**config.mk**
```make
export PLATFORM = sky130hd
export DESIGN_NAME = muldiv_ctrl
export DESIGN_NICKNAME = d
export VERILOG_FILES = /design/src/rtl/muldiv_pkg.sv /design/src/rtl/div_iter.sv /design/src/rtl/muldiv_ctrl.sv
export SDC_FILE = /design/constraint.sdc
export NUM_CORES = 1
export LEC_CHECK = 0
export CORE_MARGIN = 4
export CORE_UTILIZATION = 54
export DETAILED_ROUTE_END_ITERATION = 7
export GPL_TIMING_DRIVEN = 0
export MAX_ROUTING_LAYER = met4
export PLACE_DENSITY = 0.82
export SYNTH_ARGS = -nofsm -noshare
export SYNTH_HDL_FRONTEND = slang
export SYNTH_SLANG_ARGS = --single-unit
```
**constraint.sdc**
```tcl
create_clock -name clk -period 3.4 [get_ports clk]
set_clock_uncertainty 0.15 [all_clocks]
set_input_delay 0.34 -clock clk [delete_from_list [all_inputs] [get_ports clk]]
set_output_delay 0.34 -clock clk [all_outputs]
set_load 0.02 [all_outputs]
```
**src/rtl/muldiv_pkg.sv**
```systemverilog
// Shared types and constants for the EX-stage multiply/divide sequencer.
package muldiv_pkg;

  localparam int unsigned XLEN         = 32;
  localparam int unsigned CNT_W        = 6;
  localparam int unsigned MUL_LAT_DEF  = 3;
  localparam int unsigned DIV_ITER_DEF = 32;

  typedef enum logic [2:0] {
    MD_MULT  = 3'd0,
    MD_MULTU = 3'd1,
    MD_DIV   = 3'd2,
    MD_DIVU  = 3'd3,
    MD_MUL   = 3'd4,
    MD_MTHI  = 3'd5,
    MD_MTLO  = 3'd6
  } muldiv_op_t;

  typedef enum logic [1:0] {
    IDLE = 2'd0,
    MUL  = 2'd1,
    DIV  = 2'd2,
    FIX  = 2'd3
  } state_t;

  // Ops that occupy the sequencer and stall the pipeline.
  function automatic logic is_long_op(input logic [2:0] op);
    return (op == MD_MULT) || (op == MD_MULTU) || (op == MD_DIV) ||
           (op == MD_DIVU) || (op == MD_MUL);
  endfunction

  // Ops that use the external multiplier.
  function automatic logic is_mul_op(input logic [2:0] op);
    return (op == MD_MULT) || (op == MD_MULTU) || (op == MD_MUL);
  endfunction

  // Ops whose operands are two's-complement.
  function automatic logic is_signed_op(input logic [2:0] op);
    return (op == MD_MULT) || (op == MD_DIV) || (op == MD_MUL);
  endfunction

endpackage

```
**src/rtl/div_iter.sv**
```systemverilog
// Unsigned restoring divider, one quotient bit per cycle after a start pulse.
module div_iter import muldiv_pkg::*; #(
  parameter int unsigned ITER = DIV_ITER_DEF
) (
  input  logic            clk,
  input  logic            rst,
  input  logic            start,
  input  logic [XLEN-1:0] dividend,
  input  logic [XLEN-1:0] divisor,
  output logic [XLEN-1:0] quotient,
  output logic [XLEN-1:0] remainder
);

  logic [CNT_W-1:0] cnt_q;
  logic [XLEN-1:0]  quo_q;
  logic [XLEN-1:0]  rem_q;
  logic [XLEN-1:0]  dvs_q;
  logic [XLEN:0]    shifted_c;
  logic [XLEN:0]    diff_c;

  // Partial remainder shifted left by one with the next dividend bit, and the trial subtract.
  assign shifted_c = {rem_q, quo_q[XLEN-1]};
  assign diff_c    = shifted_c - {1'b0, dvs_q};

  // Load on start, then iterate until the counter drains; a borrow restores the remainder.
  always_ff @(posedge clk) begin
    if (!rst) begin
      cnt_q <= '0;
      quo_q <= '0;
      rem_q <= '0;
      dvs_q <= '0;
    end else if (start) begin
      cnt_q <= CNT_W'(ITER);
      quo_q <= dividend;
      rem_q <= '0;
      dvs_q <= divisor;
    end else if (cnt_q != '0) begin
      cnt_q <= cnt_q - CNT_W'(1);
      if (!diff_c[XLEN]) begin
        rem_q <= diff_c[XLEN-1:0];
        quo_q <= {quo_q[XLEN-2:0], 1'b1};
      end else begin
        rem_q <= shifted_c[XLEN-1:0];
        quo_q <= {quo_q[XLEN-2:0], 1'b0};
      end
    end
  end

  assign quotient  = quo_q;
  assign remainder = rem_q;

endmodule

```
**src/rtl/muldiv_ctrl.sv**
```systemverilog
// EX-stage multiply/divide sequencer: owns HI/LO, drives the external multiplier, embeds the divider.
module muldiv_ctrl import muldiv_pkg::*; #(
  parameter int unsigned MUL_LAT  = MUL_LAT_DEF,
  parameter int unsigned DIV_ITER = DIV_ITER_DEF
) (
  input  logic              clk,
  input  logic              rst,
  input  logic              req_valid,
  input  logic [2:0]        req_op,
  input  logic [XLEN-1:0]   a,
  input  logic [XLEN-1:0]   b,
  input  logic              flush,
  output logic              mul_start,
  output logic [XLEN-1:0]   mul_a,
  output logic [XLEN-1:0]   mul_b,
  input  logic [2*XLEN-1:0] mul_res,
  output logic              stall,
  output logic              done,
  output logic [XLEN-1:0]   result,
  output logic [XLEN-1:0]   hi,
  output logic [XLEN-1:0]   lo
);

  state_t           state_q, state_d;
  logic [CNT_W-1:0] cnt_q, cnt_d;
  logic             accept_c;
  logic             fix_c;

  muldiv_op_t       op_q;
  logic             neg_quo_q;
  logic             neg_rem_q;
  logic             div_zero_q;
  logic             mul_start_q;
  logic [XLEN-1:0]  mul_a_q, mul_b_q;
  logic [XLEN-1:0]  hi_q, lo_q, result_q;

  logic             a_neg_c, b_neg_c;
  logic [XLEN-1:0]  mag_a_c, mag_b_c;
  logic [XLEN-1:0]  quo_raw, rem_raw;
  logic [2*XLEN-1:0] prod_fix_c;
  logic [XLEN-1:0]  quo_fix_c, rem_fix_c;

  // Operand magnitudes; only signed ops treat bit 31 as a sign (so |-2^31| stays 0x80000000).
  assign a_neg_c = is_signed_op(req_op) & a[XLEN-1];
  assign b_neg_c = is_signed_op(req_op) & b[XLEN-1];
  assign mag_a_c = a_neg_c ? (~a + XLEN'(1)) : a;
  assign mag_b_c = b_neg_c ? (~b + XLEN'(1)) : b;

  div_iter #(
    .ITER (DIV_ITER)
  ) u_div_iter (
    .clk       (clk),
    .rst       (rst),
    .start     (accept_c),
    .dividend  (mag_a_c),
    .divisor   (mag_b_c),
    .quotient  (quo_raw),
    .remainder (rem_raw)
  );

  // State register.
  always_ff @(posedge clk) begin
    if (!rst) begin
      state_q <= IDLE;
      cnt_q   <= '0;
    end else begin
      state_q <= state_d;
      cnt_q   <= cnt_d;
    end
  end

  // Next-state and latency counter; flush always returns to IDLE.
  always_comb begin
    state_d  = state_q;
    cnt_d    = cnt_q;
    accept_c = 1'b0;
    case (state_q)
      IDLE: begin
        if (req_valid && is_long_op(req_op) && !flush) begin
          accept_c = 1'b1;
          cnt_d    = '0;
          state_d  = is_mul_op(req_op) ? MUL : DIV;
        end
      end
      MUL: begin
        if (cnt_q == CNT_W'(MUL_LAT - 1)) begin
          cnt_d   = '0;
          state_d = FIX;
        end else begin
          cnt_d = cnt_q + CNT_W'(1);
        end
      end
      DIV: begin
        if (cnt_q == CNT_W'(DIV_ITER - 1)) begin
          cnt_d   = '0;
          state_d = FIX;
        end else begin
          cnt_d = cnt_q + CNT_W'(1);
        end
      end
      FIX:     state_d = IDLE;
      default: state_d = IDLE;
    endcase
    if (flush) begin
      state_d = IDLE;
      cnt_d   = '0;
    end
  end

  // The FIX cycle is the completion cycle unless a flush cancels it.
  assign fix_c = (state_q == FIX) && !flush;

  // Sign fixup of the raw unsigned product / quotient / remainder.
  assign prod_fix_c = neg_quo_q ? (~mul_res + (2*XLEN)'(1)) : mul_res;
  assign quo_fix_c  = neg_quo_q ? (~quo_raw + XLEN'(1)) : quo_raw;
  assign rem_fix_c  = neg_rem_q ? (~rem_raw + XLEN'(1)) : rem_raw;

  // Operation context, multiplier interface and architectural HI/LO/result registers.
  always_ff @(posedge clk) begin
    if (!rst) begin
      op_q        <= MD_MULT;
      neg_quo_q   <= 1'b0;
      neg_rem_q   <= 1'b0;
      div_zero_q  <= 1'b0;
      mul_start_q <= 1'b0;
      mul_a_q     <= '0;
      mul_b_q     <= '0;
      hi_q        <= '0;
      lo_q        <= '0;
      result_q    <= '0;
    end else begin
      mul_start_q <= accept_c && is_mul_op(req_op);
      if (accept_c) begin
        op_q       <= muldiv_op_t'(req_op);
        neg_quo_q  <= a_neg_c ^ b_neg_c;
        neg_rem_q  <= a_neg_c;
        div_zero_q <= (b == '0);
        mul_a_q    <= mag_a_c;
        mul_b_q    <= mag_b_c;
      end
      if ((state_q == IDLE) && req_valid && !flush) begin
        if (req_op == MD_MTHI) hi_q <= a;
        if (req_op == MD_MTLO) lo_q <= a;
      end
      if (fix_c) begin
        case (op_q)
          MD_MULT, MD_MULTU: begin
            hi_q <= prod_fix_c[2*XLEN-1:XLEN];
            lo_q <= prod_fix_c[XLEN-1:0];
          end
          MD_DIV, MD_DIVU: begin
            // Divide by zero leaves HI/LO alone; the ALU raises the exception.
            if (!div_zero_q) begin
              hi_q <= rem_fix_c;
              lo_q <= quo_fix_c;
            end
          end
          MD_MUL:  result_q <= prod_fix_c[XLEN-1:0];
          default: ;
        endcase
      end
    end
  end

  // The product arrives in the completion cycle, so result bypasses it then and holds it after.
  assign result    = (fix_c && (op_q == MD_MUL)) ? prod_fix_c[XLEN-1:0] : result_q;
  assign done      = fix_c;
  assign stall     = req_valid && is_long_op(req_op) && !fix_c;
  assign mul_start = mul_start_q;
  assign mul_a     = mul_a_q;
  assign mul_b     = mul_b_q;
  assign hi        = hi_q;
  assign lo        = lo_q;

endmodule
```
==> impl_metrics.yaml <==
status:
  status: "complete, but fails checks"
  violations: "setup timing"
pwr:
  pwr-share-comb: 0.480
  p_switching_mw: 5.67
  p_int_mw: 7.70
  power_mw: 13.4
  ir_drop_v: 0.000441
  p_sw_frac: 0.424
  p_clk_frac: 0.248
  power.leakage_nw: 8.17
  power_density_nw_per_um2: 616
  seqPwrFrac: 0.272
clocking:
  ctsHoldBuffers: 0
  cts_buffer_depth: 3
  clk_latency_ns: 0.56
  cts_tree: "done"
  clk_pin_slew_worst_paths_ns: 0.07
  cts_buffers: 28
  clock-sinks: 245
  htreeDepth: 1
  cts_root_buffer: "clkbuf_16"
setup_path:
  cp-start-kind: "primary input"
  reg2reg_from: "state_q[1]"
  required_ns: 2.91
  startpoint: "mul_res[26]"
  crit_fanout: 5
  criticalPathCategory: "in -> out"
  cp-end-kind: "primary output"
  arrival_ns: 2.96
synthesis:
  synth_common_cells: "dfxtp_1 (245), nand2_1 (236), nor2_1 (204)"
  yosysTopAreaCell: "dfxtp_1"
  avgSynthCellArea_um2: 7.67
  netlist_instances: 2137
  async_flop_share: 0
  synth-seq-cells: 245
  yosys-top-cells-area: "dfxtp_1 (30%), xor2_1 (6.1%), o21ai_0 (6.0%)"
  ys_types: 70
  yosysWarningCount: 0
  synth_flop_cell: "dfxtp_1"
  synth_edf_count: 0
  synth_nets: 2318
  synth_top_area_share: 0.299
  syn-cell-area_um2: 16400
  yosysMostFrequentCell: "dfxtp_1"
  synth_seq_area_share: 0.299
sta:
  tns_ns: -0.0637
  min_period_ns: 3.45
  fmax_mhz: 290
  setup_ws_ns: -0.0453
  setup_violations: 2
  fin_crit_sh: 1.01
  drv_slew: 0
  worst_pin_slew_ns: 1.16
  hold_viol: 0
  maxSlewHeadroom: 0.228
cells_and_area:
  postLayoutCoreUtil: 0.729
  multi_input_area_um2: 11100
  syn2layout_area_growth_pct: 32.5
  num-fill-cells: 2237
  seqCellArea_um2: 4910
  nets: 2704
  finalInstanceArea_um2: 21700
  drive_gt1_frac: 0.100
run:
  drv_cap: 0
detailed_routing:
  firstDrtPassIters: 8
  route.antenna.remaining_nets: 0
  drt_iter0_markers: 2650
  via_per_inst: 6.50
  vias: 19100
  wirelength_um: 71800
  drc_errors: 0
  post_drt_wl_per_cell_um: 24.4
global_route:
  overflow: 0
  first_global_vias: 17900
  grt.total_usage: 0.417
  antenna_found_initial: 3
  grt_start_max_net_pins: 16
  grt_first_pass_wirelength_um: 105000
die:
  num_rows: 63
  coreArea_um2: 29800
  io_pins: 298
  dieArea_um2: 33200
  die_w_um: 182
  start_util: 0.550
  die_y_um: 182
placed_design:
  gp_congestion: 1.02
  placed_cell_area_um2: 19800
  hpwl_um: 54000
  portBuffers: 296
min_path:
  hold_start: "mul_res[5]"
  hold_path_class: "in -> reg"
[flip-flops by register name, summed over array words and instances (netlist names)]
name / count
cnt_q: 6
op_q: 3
lo: 32
u_div_iter.cnt_q: 6
result_q: 32
mul_start: 1
hi: 32
u_div_iter.remainder: 32
neg_quo_q: 1
mul_a: 32
state_q: 2
neg_rem_q: 1
div_zero_q: 1
u_div_iter.quotient: 32
u_div_iter.dvs_q: 32
[power groups by stage]
stage	clock network, mW	logic, mW	registers [mW]
finish	3.31	6.42	3.64
global route	3.41	6.91	3.66
CTS	3.29	5.99	3.59
detailed placement	0	5.51	3.65
global placement	0	5.39	3.64
floorplan	0	3.84	3.57
[path summary, 6_finish.rpt]
check                to  slack, ns  cells after the start
min reg2reg    mul_a[1]       0.32                      2
max          result[31]      -0.05                      7
min               lo[5]       0.14                      4
max reg2reg      hi[22]       0.08                     11
[placed cells by master (no fill, tap or decap), types with 16 or more instances in the layout]
master,count
clkdlybuf4s50_1,252
dfxtp_1,240
nand2_1,236
nor2_1,202
o21ai_0,186
a21oi_1,159
xor2_1,106
clkbuf_1,103
xnor2_1,97
mux2i_1,75
buf_4,63
inv_1,59
and2_1,50
ha_1,43
a211oi_1,40
o31ai_1,38
a31oi_1,37
o22ai_1,31
clkbuf_16,29
nand3_1,25
o21ai_1,23
or4_1,22
nand2b_1,22
buf_2,21
or3_1,18
nor3_1,18
o41ai_1,16
a21o_1,16
[layout make-up]
class                           instances  share of cell area
Multi-Input combinational cell       1697               0.512
Timing Repair Buffer                  358               0.157
Buffer                                130              0.0252
Inverter                               63              0.0110
Tap cell                              390              0.0225
Sequential cell                       245               0.226
Antenna cell                            3            0.000346
Clock inverter                         17              0.0109
Clock buffer                           35              0.0349
[layer usage]
metal  wire length [µm]  up-vias  global-route usage  share of wire
met1              25700     8851               0.483           0.36
li1                   -     8423                   -              -
met2              32400     1401               0.670           0.45
met4               5740        0               0.252          0.080
met3               7980      417              0.0803           0.11
met5                  0        -                   -              0
[logic make-up after synthesis]
| logic type | synth area share |
|---|---|
| AOI/OAI and AO/OA | 0.249 |
| adders and majority gates | 0.0356 |
| xor gates and xnor gates | 0.114 |
| DFF | 0.299 |
| muxes | 0.0520 |
| and+or+nand+nor | 0.204 |
| buffers and inverters | 0.0456 |
[what timing repair did]
action                     4_1_cts  5_1_grt
gates cloned                     2        0
setup endpoints to repair       86      103
pin swaps                       28       22
buffers inserted                48       12
resized for setup              143       81
[worst max-delay path, cell delays in order]
cell,delay (ns)
clkdlybuf4s50_1,0.53
or4_4,0.63
or4_1,0.51
o21ai_1,0.25
xor2_1,0.15
o21ai_0,0.29
buf_2,0.25
[stage by stage]
step           setup slack, ns  std cells  hold WS [ns]
2_1_floorplan            0.267       2137         0.287
3_3_place_gp            -0.921       2823         0.300
3_5_place_dp            -0.954       2824         0.309
4_1_cts               -0.00719       2925         0.222
5_1_grt                -0.0813       2938         0.221
6_report               -0.0453       2938         0.140
No activity file was read; power rests on OpenSTA's default activity.
